<file path="src/rtl/if_fetch_if.sv">
// Bus bundle between the fetch stage and its neighbours: PC stage, byte-wide RAM and decode.
// The master modport is the fetch stage's view; slave is the environment's.
interface if_fetch_if;
   logic [31:0] pc_in;
   logic        pc_ce_in;
   logic        if_stall_out;
   logic        flush_in;
   logic [31:0] mem_a_out;
   logic        mem_rd_en_out;
   logic        mem_wr_out;
   logic [7:0]  mem_din;
   logic [31:0] inst_out;
   logic [31:0] inst_pc_out;
   logic        inst_valid_out;
   logic        id_ready_in;

   modport master (
      input  pc_in, pc_ce_in, flush_in, mem_din, id_ready_in,
      output if_stall_out, mem_a_out, mem_rd_en_out, mem_wr_out,
             inst_out, inst_pc_out, inst_valid_out
   );

   modport slave (
      output pc_in, pc_ce_in, flush_in, mem_din, id_ready_in,
      input  if_stall_out, mem_a_out, mem_rd_en_out, mem_wr_out,
             inst_out, inst_pc_out, inst_valid_out
   );
endinterface

</file>
<file path="src/rtl/if_fetch.sv">
// Instruction fetch: reads a 32-bit little-endian instruction as four byte reads
// and hands it to decode with a valid/ready handshake, stalling the PC while busy.
module if_fetch (
   input  logic          clk_in,
   input  logic          rst_in,
   if_fetch_if.master    bus
);

   typedef enum logic [1:0] {
      ST_IDLE,
      ST_FETCH,
      ST_OUT
   } state_t;

   state_t      state_q, state_d;
   logic [2:0]  cnt_q, cnt_d;
   logic [31:0] base_q, base_d;
   logic [31:0] inst_buf_q, inst_buf_d;
   logic [31:0] mem_a_q, mem_a_d;
   logic        mem_rd_en_q, mem_rd_en_d;
   logic [31:0] inst_q, inst_d;
   logic [31:0] inst_pc_q, inst_pc_d;
   logic        inst_valid_q, inst_valid_d;

   // Address k is issued while cnt==k; its byte arrives one cycle later, so bytes
   // are shifted in from the top during cnt 1..4 and b0 ends up in the low lane.
   always_comb begin
      state_d      = state_q;
      cnt_d        = cnt_q;
      base_d       = base_q;
      inst_buf_d   = inst_buf_q;
      mem_a_d      = mem_a_q;
      mem_rd_en_d  = mem_rd_en_q;
      inst_d       = inst_q;
      inst_pc_d    = inst_pc_q;
      inst_valid_d = inst_valid_q;

      if (bus.flush_in) begin
         state_d      = ST_IDLE;
         cnt_d        = 3'd0;
         mem_rd_en_d  = 1'b0;
         inst_valid_d = 1'b0;
      end else begin
         case (state_q)
            ST_IDLE: begin
               if (bus.pc_ce_in) begin
                  state_d     = ST_FETCH;
                  cnt_d       = 3'd0;
                  base_d      = bus.pc_in;
                  mem_a_d     = bus.pc_in;
                  mem_rd_en_d = 1'b1;
               end
            end

            ST_FETCH: begin
               cnt_d = cnt_q + 3'd1;
               if (cnt_q != 3'd0) begin
                  inst_buf_d = {bus.mem_din, inst_buf_q[31:8]};
               end
               if (cnt_q < 3'd3) begin
                  mem_a_d     = base_q + {29'd0, cnt_q} + 32'd1;
                  mem_rd_en_d = 1'b1;
               end else begin
                  mem_rd_en_d = 1'b0;
               end
               if (cnt_q == 3'd4) begin
                  state_d      = ST_OUT;
                  cnt_d        = 3'd0;
                  inst_d       = {bus.mem_din, inst_buf_q[31:8]};
                  inst_pc_d    = base_q;
                  inst_valid_d = 1'b1;
               end
            end

            ST_OUT: begin
               if (bus.id_ready_in) begin
                  inst_valid_d = 1'b0;
                  if (bus.pc_ce_in) begin
                     state_d     = ST_FETCH;
                     cnt_d       = 3'd0;
                     base_d      = bus.pc_in;
                     mem_a_d     = bus.pc_in;
                     mem_rd_en_d = 1'b1;
                  end else begin
                     state_d = ST_IDLE;
                  end
               end
            end

            default: begin
               state_d      = ST_IDLE;
               cnt_d        = 3'd0;
               mem_rd_en_d  = 1'b0;
               inst_valid_d = 1'b0;
            end
         endcase
      end
   end

   always_ff @(posedge clk_in or negedge rst_in) begin
      if (!rst_in) begin
         state_q      <= ST_IDLE;
         cnt_q        <= 3'd0;
         base_q       <= 32'd0;
         inst_buf_q   <= 32'd0;
         mem_a_q      <= 32'd0;
         mem_rd_en_q  <= 1'b0;
         inst_q       <= 32'd0;
         inst_pc_q    <= 32'd0;
         inst_valid_q <= 1'b0;
      end else begin
         state_q      <= state_d;
         cnt_q        <= cnt_d;
         base_q       <= base_d;
         inst_buf_q   <= inst_buf_d;
         mem_a_q      <= mem_a_d;
         mem_rd_en_q  <= mem_rd_en_d;
         inst_q       <= inst_d;
         inst_pc_q    <= inst_pc_d;
         inst_valid_q <= inst_valid_d;
      end
   end

   assign bus.if_stall_out   = (state_q == ST_FETCH) |
                               ((state_q == ST_OUT) & ~bus.id_ready_in);
   assign bus.mem_a_out      = mem_a_q;
   assign bus.mem_rd_en_out  = mem_rd_en_q;
   assign bus.mem_wr_out     = 1'b0;
   assign bus.inst_out       = inst_q;
   assign bus.inst_pc_out    = inst_pc_q;
   assign bus.inst_valid_out = inst_valid_q;

endmodule

</file>
<file path="src/flat_wrapper.sv">
// flat-port wrapper written by rule: the top's interface ports become plain ports
module if_fetch_flat 
  (clk_in, rst_in, bus_pc_in, bus_pc_ce_in, bus_flush_in, bus_mem_din, bus_id_ready_in, bus_if_stall_out, bus_mem_a_out, bus_mem_rd_en_out, bus_mem_wr_out, bus_inst_out, bus_inst_pc_out, bus_inst_valid_out);
  if_fetch_if bus_i ();
  input  logic clk_in;
  input  logic rst_in;
  input wire logic [$bits(bus_i.pc_in)-1:0] bus_pc_in;
  input wire logic [$bits(bus_i.pc_ce_in)-1:0] bus_pc_ce_in;
  input wire logic [$bits(bus_i.flush_in)-1:0] bus_flush_in;
  input wire logic [$bits(bus_i.mem_din)-1:0] bus_mem_din;
  input wire logic [$bits(bus_i.id_ready_in)-1:0] bus_id_ready_in;
  output wire logic [$bits(bus_i.if_stall_out)-1:0] bus_if_stall_out;
  output wire logic [$bits(bus_i.mem_a_out)-1:0] bus_mem_a_out;
  output wire logic [$bits(bus_i.mem_rd_en_out)-1:0] bus_mem_rd_en_out;
  output wire logic [$bits(bus_i.mem_wr_out)-1:0] bus_mem_wr_out;
  output wire logic [$bits(bus_i.inst_out)-1:0] bus_inst_out;
  output wire logic [$bits(bus_i.inst_pc_out)-1:0] bus_inst_pc_out;
  output wire logic [$bits(bus_i.inst_valid_out)-1:0] bus_inst_valid_out;
  assign bus_i.pc_in = bus_pc_in;
  assign bus_i.pc_ce_in = bus_pc_ce_in;
  assign bus_i.flush_in = bus_flush_in;
  assign bus_i.mem_din = bus_mem_din;
  assign bus_i.id_ready_in = bus_id_ready_in;
  assign bus_if_stall_out = bus_i.if_stall_out;
  assign bus_mem_a_out = bus_i.mem_a_out;
  assign bus_mem_rd_en_out = bus_i.mem_rd_en_out;
  assign bus_mem_wr_out = bus_i.mem_wr_out;
  assign bus_inst_out = bus_i.inst_out;
  assign bus_inst_pc_out = bus_i.inst_pc_out;
  assign bus_inst_valid_out = bus_i.inst_valid_out;
  if_fetch u_core (.clk_in(clk_in), .rst_in(rst_in), .bus(bus_i));
endmodule
</file>
<file path="config.mk">
export PLATFORM = sky130hd
export DESIGN_NAME = if_fetch_flat
export DESIGN_NICKNAME = d
export VERILOG_FILES = /design/src/rtl/if_fetch_if.sv /design/src/rtl/if_fetch.sv /design/src/flat_wrapper.sv
export SDC_FILE = /design/constraint.sdc
export NUM_CORES = 1
export LEC_CHECK = 0
export ABC_AREA = 1
export CAP_MARGIN = 30
export CORE_MARGIN = 8
export CORE_UTILIZATION = 52
export CTS_CLUSTER_SIZE = 25
export DETAILED_ROUTE_END_ITERATION = 10
export PLACE_DENSITY_LB_ADDON = 0.05
export SLEW_MARGIN = 20
export SYNTH_ARGS = -nofsm -noshare
export SYNTH_HDL_FRONTEND = slang
export SYNTH_SLANG_ARGS = --single-unit
</file>
<file path="constraint.sdc">
create_clock -name clk_in -period 2.6 [get_ports clk_in]
set_input_delay 0.65 -clock clk_in [delete_from_list [all_inputs] [get_ports clk_in]]
set_output_delay 0.65 -clock clk_in [all_outputs]
set_load 0.02 [all_outputs]
</file>
Yosys cells after proc, flatten, opt, wreduce, memory -nomap -nowiden:

Cells that the tools add are included.

* add/subtract/negate cells: 3
* magnitude comparators: 1
* equality and inequality tests: 9
* muxes and demuxes: 27
* bitwise operators: 4
* reductions and logical operators: 10

Operator list (number)
* 2-to-1 mux 32 bit: 5
* one-hot mux 32 bit (3 select lines): 1
* one-hot mux 32 bit (2 select lines): 1
* adder 32 x 1 -> 32 bit (second input constant): 1
* adder 32 x 3 -> 32 bit: 1
* AND reduction 3 bit: 5
* 2-to-1 mux 3 bit: 4
* one-hot mux 3 bit (3 select lines): 1
* 2-to-1 mux 1 bit: 8
* 2-to-1 mux 2 bit: 4
* inequality test 3 bit (second input constant): 2
* one-hot mux 1 bit (3 select lines): 2
* one-hot mux 2 bit (3 select lines): 1
* nonzero test 3 bit: 2
* inequality test 2 bit (second input constant): 2
* AND reduction 4 bit: 1
* adder 3 x 1 -> 3 bit (second input constant): 1
* == test 3 bit (second input constant): 1
* less-than comparator 3 x 2 -> 1 bit (second input constant): 1
* inequality test 3 x 2 -> 1 bit (second input constant): 1
* == test 2 x 1 -> 1 bit (second input constant): 1
* == test 2 bit (second input constant): 1
* logical NOT 2 bit: 1
* inequality test 2 x 1 -> 1 bit (second input constant): 1
* other kinds (4): 5

* flip-flop bits (word level): 167
* input bits: 45
* output and inout bits: 100
* logic and storage cells: 63

Logic depth before layout (Yosys ltp):

Gate-level depths: netlist of the first run.

* word-level depth: 4
* depth in mapped cells: 13
* depth with buffers taken out: 13

Least setup slack after synthesis of the first run:

OpenSTA, ideal clock, no wires.

* path kind: input-to-output
* start: in bus_id_ready_in
* end: out bus_if_stall_out
* arrival time: 1.341 ns
* data required time: 1.950 ns
* setup slack: 0.609 ns
* stages: 3
* path buffers: 0
* cells stage by stage: nor2_2 inv_1 o21ai_0

* cells in the longest elaborated chain, start to end: 3

Ends and longest elaborated chain
* start: declaration: line flat_wrapper.sv:11 `input wire logic [$bits(bus_i.id_ready_in)-1:0] bus_id_ready_in;`
* inverter 1 bit: line if_fetch.sv:125 `((state_q == ST_OUT) & ~bus.id_ready_in);`
* AND 1 bit: line if_fetch.sv:125
* bitwise OR 1 bit: line if_fetch.sv:124 `assign bus.if_stall_out = (state_q == ST_FETCH) |`
* end: declaration: line flat_wrapper.sv:12 `output wire logic [$bits(bus_i.if_stall_out)-1:0] bus_if_stall_out;`

Every way passes these cells.

Worst setup path in the final report of the first run:

Same ends and word-level chain as after synthesis.

==> flow_summary_export.csv, run 1 <==
group,metric,value,unit
status,outcome,"completed",
power_and_ir_drop,power_frac_seq,41.7,%
timing,skew,0.00808,ns
yosys,yosysMostFrequentCell,"nand2_1",
timing,maxSlewViolCount,0,
final_layout,n_antenna_cell,0,
clocking,cts_buffers,17,
yosys,synthArstFlopShare,100,%
yosys,synth_top_area_share,54.3,%
global_route,grt_antenna_before_repair,0,
route,firstDrtPassIters,5,
final_layout,area_delta_synth_final,32.1,%
timing,finalCritPeriodShare,92.3,%
power_and_ir_drop,leakage,4.55,nW
route,drtAntennaViolNets,0,
power_and_ir_drop,peakVddDrop,452,uV
yosys,synthesis.nets,956,
route,drt_iter0_markers,460,
setup_path,rrSetupSlack,0.34,ns
timing,setup_tns,0,ns
route,vias,6363,
floorplan,dieWidth,135,um
route,drt_wl_total,19600,um
clocking,clkSinkCount,159,
floorplan,core_area,13800,sq um
floorplan,design.die.area,18100,sq um
timing,hold_viol,0,
global_route,grt_pass1_vias,6564,
final_layout,final_core_util,70.0,%
power_and_ir_drop,power.total,7.75,mW
final_layout,final_nets,1097,
run,drv_cap,0,
floorplan,ios,145,
yosys,yosysWarningCount,0,
floorplan,num_rows,43,
global_route,track_usage,22.8,%
route,routedWlPerCell,15.8,um
route,post-route-drc-count,0,
power_and_ir_drop,intPower,5.38,mW
global_route,overflow,0,
clocking,cts_tree,"yes",
final_layout,layout-drive-gt1-share,6.04,%
power_and_ir_drop,p_switching,2.36,mW
timing,rsz0062_at_grt,"false",
final_layout,design_area,9670,sq um
yosys,ys_top_cells_by_count,"nand2_1 (303), dfrtp_1 (159), inv_1 (99)",
timing,max_slew_margin,62.8,%
setup_path,crit_type,"input pin to output port",
placement,portBuffers,143,
timing,hold-worst-slack,0.184,ns
placement,dpl_worst_slack,-0.103,ns
setup_path,cp_max_fo,2,
route,via_per_inst,5.14,
placement,dp.final_hpwl,13900,um
power_and_ir_drop,clkPwrFrac,35.9,%
yosys,ys_seq_elements,159,
yosys,synth_cell_types,30,
timing,setup_viol,0,
setup_path,cp-end-kind,"output port",
setup_path,arrival,1.75,ns
floorplan,dieHeight,135,um
timing,period_minus_slack,2.40,ns
yosys,synth_edf_count,0,
yosys,synth.yosys.seq_area_share,54.3,%
clocking,clock_latency,0.42,ns
yosys,avgSynthCellArea,8.09,sq um
yosys,syn_area,7330,sq um
placement,postPlaceCellArea,9010,sq um
setup_path,worstSetupStartpointType,"input pin",
timing,finalWorstSetupSlack,0.201,ns
global_route,grt_pass1_wl,33100,um
yosys,synth_flop_cell,"dfrtp_1",
yosys,syn_inst,905,
setup_path,cp.required,1.95,ns
clocking,cts_hold_buf,0,
power_and_ir_drop,pwr-share-comb,22.3,%
final_layout,instances_no_fill,1239,
floorplan,initial_core_util,53.0,%
min_path,hp-class,"input pin to async pin",
yosys,yosysTopAreaCell,"dfrtp_1",
placement,dpl.cell_count,1207,
clocking,cts_buffer_depth,2,
timing,fmax,0.417,GHz
yosys,synth.area.top_cells,"dfrtp_1 (54%), nand2_1 (16%), inv_1 (5.1%)",
global_route,grt_max_degree,66,
clocking,root_buffer,"clkbuf_16",
clocking,clkSlewWorstSetupHoldPaths,0.06,ns
clocking,cts_max_level,4,
power_and_ir_drop,powerDensity,801,nW/um^2
power_and_ir_drop,p_sw_share,30.5,%
placement,gp_congestion,0.973,
timing,worst_pin_slew,0.558,ns
## timing repair
item / in CTS / in global routing
resized for setup: 1 / 0
setup buffers: 0 / 0
endpoints found under the setup margin: 1 / 0
## worst max-delay path, stage by stage
cell	delay [ns]
clkdlybuf4s50_1	0.41
nor2_2	0.12
inv_1	0.06
o21ai_0	0.15
dlygate4sd2_1	0.35
## cells in the final DEF (no fill, tap or decap), drive strengths merged, types with 2 or more instances in the layout
master,instances
clkinv,2
o21ai,128
dfrtp,159
nor3b,2
a21oi,41
nor2,57
mux2,11
clkinvlp,3
buf,19
clkdlybuf4s50,141
clkbuf,20
ha,5
nand3,44
or2,2
nand2,305
bufinv,5
inv,103
xor2,5
## flip-flops by register name (all words and copies together) (netlist names)
register                   flops
u_core.bus.inst_pc_out        32
u_core.base_q                 32
u_core.bus.mem_a_out          32
u_core.bus.inst_out           32
u_core.bus.mem_rd_en_out       1
u_core.state_q                 2
u_core.cnt_q                   3
u_core.inst_buf_q             24
u_core.bus.inst_valid_out      1
## layer usage
layer | vias up | wire (um) | track usage (%)
li1 | 3154 | - | -
met1 | 2999 | 8680 | 28.6
met2 | 183 | 9540 | 38.6
met3 | 27 | 991 | 4.31
met4 | 0 | 363 | 7.55
met5 | - | 0 | 0
## cell type report
class                   instances  area (sq um)
clock buffers                  20           457
clock inverters                12           206
fillers                      1129          4150
inverters                     101           379
multi-input cells             606          2790
flip-flops and latches        159          3980
well taps                     180           225
repair buffers                161          1640
## kinds of logic after synthesis
kind of cell	share of synthesized area (%)
other	0.0512
xor gates and xnor gates	0.717
DFF	54.3
buffers and inverters	7.89
muxes	1.69
and+or+nand+nor	22.5
AOI/OAI and AO/OA	11.7
adders and majority gates	1.13
## worst paths after layout
kind,to,start,cells past startpoint
worst max-delay path,bus_if_stall_out,bus_id_ready_in,5
worst min-delay path,u_core.bus.inst_out[2],rst_in,1
worst max register to register,u_core.bus.mem_a_out[24],u_core.cnt_q[0],13
worst min register to register,u_core.bus.mem_a_out[27],u_core.bus.mem_a_out[27],2
max in group asynchronous,u_core.inst_buf_q[14],rst_in,2
min in group clk_in,u_core.bus.mem_a_out[27],u_core.bus.mem_a_out[27],2
## power groups by stage
stage	Clock [mW]	Combinational (mW)	Sequential, mW
after floorplan	0	0.789	3.40
after global placement	0	1.71	3.26
after detailed placement	0	1.74	3.27
after CTS	2.81	1.76	3.23
after global routing	2.91	1.95	3.29
final	2.78	1.73	3.23
Note: power is estimated with default switching activity, not from simulation.
==> inputs of run 2 (changes only) <==
--- a/config.mk
+++ b/config.mk
@@ -7,8 +7,9 @@
 export LEC_CHECK = 0
 export ABC_AREA = 1
 export CAP_MARGIN = 30
+export CORE_ASPECT_RATIO = 0.8
 export CORE_MARGIN = 8
-export CORE_UTILIZATION = 52
+export CORE_UTILIZATION = 56
 export CTS_CLUSTER_SIZE = 25
 export DETAILED_ROUTE_END_ITERATION = 10
 export PLACE_DENSITY_LB_ADDON = 0.05
==> constraint.sdc (replaced) <==
create_clock -name clk_in -period 2.8 [get_ports clk_in]
set_input_delay 0.7 -clock clk_in [delete_from_list [all_inputs] [get_ports clk_in]]
set_output_delay 0.7 -clock clk_in [all_outputs]
set_load 0.02 [all_outputs]
==> flow_summary_export.csv, run 2 (synthesized netlist as in run 1, its figures left out) <==
group,metric,value,unit
status,outcome,"completed",
timing,fmax,0.400,GHz
min_path,hp-class,"input pin to async pin",
timing,finalCritPeriodShare,89.3,%
setup_path,worstSetupStartpointType,"input pin",
placement,portBuffers,143,
final_layout,n_antenna_cell,0,
route,via_per_inst,5.33,
route,drt_wl_total,19900,um
setup_path,slowest_delay,0.42,ns
setup_path,cp.required,2.10,ns
power_and_ir_drop,powerDensity,746,nW/um^2
setup_path,reg2regPathDepth,13,
floorplan,dieHeight,118,um
clocking,clkSinkCount,159,
final_layout,multi_input_area,2790,sq um
timing,setup_tns,0,ns
floorplan,ios,145,
route,routedWlPerCell,16.1,um
clocking,cts_buffer_depth,2,
clocking,clock_latency,0.42,ns
global_route,grt_max_degree,65,
floorplan,design.die.area,17000,sq um
route,firstDrtPassIters,6,
final_layout,final_cell_mix,"nand2_1 (303), dfrtp_1 (159), clkdlybuf4s50_1 (141)",
floorplan,initial_core_util,57.1,%
setup_path,cp_max_fo,2,
setup_path,cp_cell_sequence,"clkdlybuf4s50_1, nor2_2, inv_1, o21ai_0, dlygate4sd2_1",
clocking,root_buffer,"clkbuf_16",
power_and_ir_drop,p_sw_share,31.9,%
setup_path,crit_type,"input pin to output port",
final_layout,area_delta_synth_final,30.9,%
run,drv_cap,0,
clocking,cts_max_level,4,
timing,skew,0.00926,ns
clocking,cts_buffers,17,
power_and_ir_drop,clkPwrFrac,35.4,%
route,vias,6551,
clocking,cts_hold_buf,0,
power_and_ir_drop,p_switching,2.29,mW
placement,gp_congestion,0.912,
final_layout,seqCellArea,3980,sq um
global_route,grt_antenna_before_repair,0,
power_and_ir_drop,leakage,4.52,nW
timing,max_slew_margin,61.8,%
timing,hold-worst-slack,0.208,ns
floorplan,core_area,12800,sq um
timing,worst_pin_slew,0.571,ns
global_route,grt_pass1_vias,6499,
timing,hold_viol,0,
floorplan,dieWidth,144,um
setup_path,cp-end-kind,"output port",
setup_path,arrival,1.80,ns
clocking,cts_setup_buffers,0,
clocking,clkSlewWorstSetupHoldPaths,0.07,ns
power_and_ir_drop,intPower,4.87,mW
timing,maxSlewViolCount,0,
floorplan,num_rows,37,
final_layout,layout-drive-gt1-share,5.78,%
final_layout,final_nets,1093,
final_layout,nFillCells,1002,
global_route,overflow,0,
power_and_ir_drop,power_frac_seq,42.0,%
route,drtAntennaViolNets,0,
timing,setup_viol,0,
final_layout,final_core_util,74.8,%
timing,rsz0062_at_grt,"false",
global_route,grt_pass1_wl,32800,um
clocking,cts_tree,"yes",
final_layout,final_common_cell,"nand2_1",
route,drt_iter0_markers,642,
global_route,track_usage,24.2,%
power_and_ir_drop,pwr-share-comb,22.6,%
timing,period_minus_slack,2.50,ns
route,post-route-drc-count,0,
setup_path,crit_slowest_cell,"clkdlybuf4s50_1",
power_and_ir_drop,peakVddDrop,529,uV
placement,dp.final_hpwl,14000,um
==> run 2: changes by cell type in the layout (fill, tap and decap cells not counted), sizes merged <==
cell / change
inv: +6
bufinv: -1
clkinvlp: -2
clkbuf: -3
buf: -4
==> run 2: final timing paths <==
check | endpoint | slack (ns) | startpoint
max | bus_if_stall_out | 0.30 | bus_id_ready_in
min | u_core.bus.inst_out[4] | 0.21 | rst_in
max reg2reg | u_core.bus.mem_a_out[24] | 0.41 | u_core.cnt_q[0]
min reg2reg | u_core.bus.inst_pc_out[28] | 0.48 | u_core.bus.inst_pc_out[28]
max in group asynchronous | u_core.inst_buf_q[20] | 1.90 | rst_in
min in group clk_in | u_core.bus.inst_pc_out[28] | 0.48 | u_core.bus.inst_pc_out[28]
==> run 2: critical path: cells and delay by family <==
| family | cells | cell delay [ns] |
|---|---|---|
| buf+inv | 3 | 0.83 |
| compound gates | 1 | 0.14 |
| simple gates | 1 | 0.13 |
==> run 2: power by group through the flow <==
| stage | combinational (mW) | sequential (mW) | clock (mW) |
|---|---|---|---|
| CTS | 1.63 | 3.00 | 2.58 |
| finish | 1.61 | 3.01 | 2.53 |
| global route | 1.80 | 3.06 | 2.66 |
| global placement | 1.57 | 3.02 | 0 |
| detailed placement | 1.60 | 3.03 | 0 |
| floorplan | 0.733 | 3.16 | 0 |
==> run 2: per-stage QoR <==
stage / cells / power, mW / setup WS, ns / instance area (sq um)
2_1_floorplan: 905 / 3.89 / 0.709 / 7330
3_3_place_gp: 1198 / 4.59 / 0.0564 / 8950
3_5_place_dp: 1198 / 4.64 / 0.0131 / 8950
4_1_cts: 1230 / 7.20 / 0.280 / 9590
5_1_grt: 1230 / 7.52 / 0.184 / 9590
6_report: 1230 / 7.16 / 0.299 / 9590
==> run 2: layout make-up <==
type / count / area share, %
tap: 175 / 2.28
timing repair buffer: 157 / 16.5
multi-input combinational: 606 / 29.0
inverter: 101 / 3.95
clock inverter: 15 / 2.27
sequential: 159 / 41.5
clock buffer: 17 / 4.43
==> run 2: metal layers <==
metal | track usage (%) | wire [um] | vias to the layer above
li1 | - | - | 3132
met1 | 33.5 | 8870 | 3134
met2 | 37.5 | 8970 | 265
met3 | 6.15 | 1800 | 20
met4 | 5.38 | 212 | 0
met5 | 0 | 0 | -
==> run 2: repair_timing <==
action | CTS | global route
endpoints found under the hold margin | 0 | 0
gates resized for setup | 1 | 0
endpoints found under the setup margin | 1 | 0
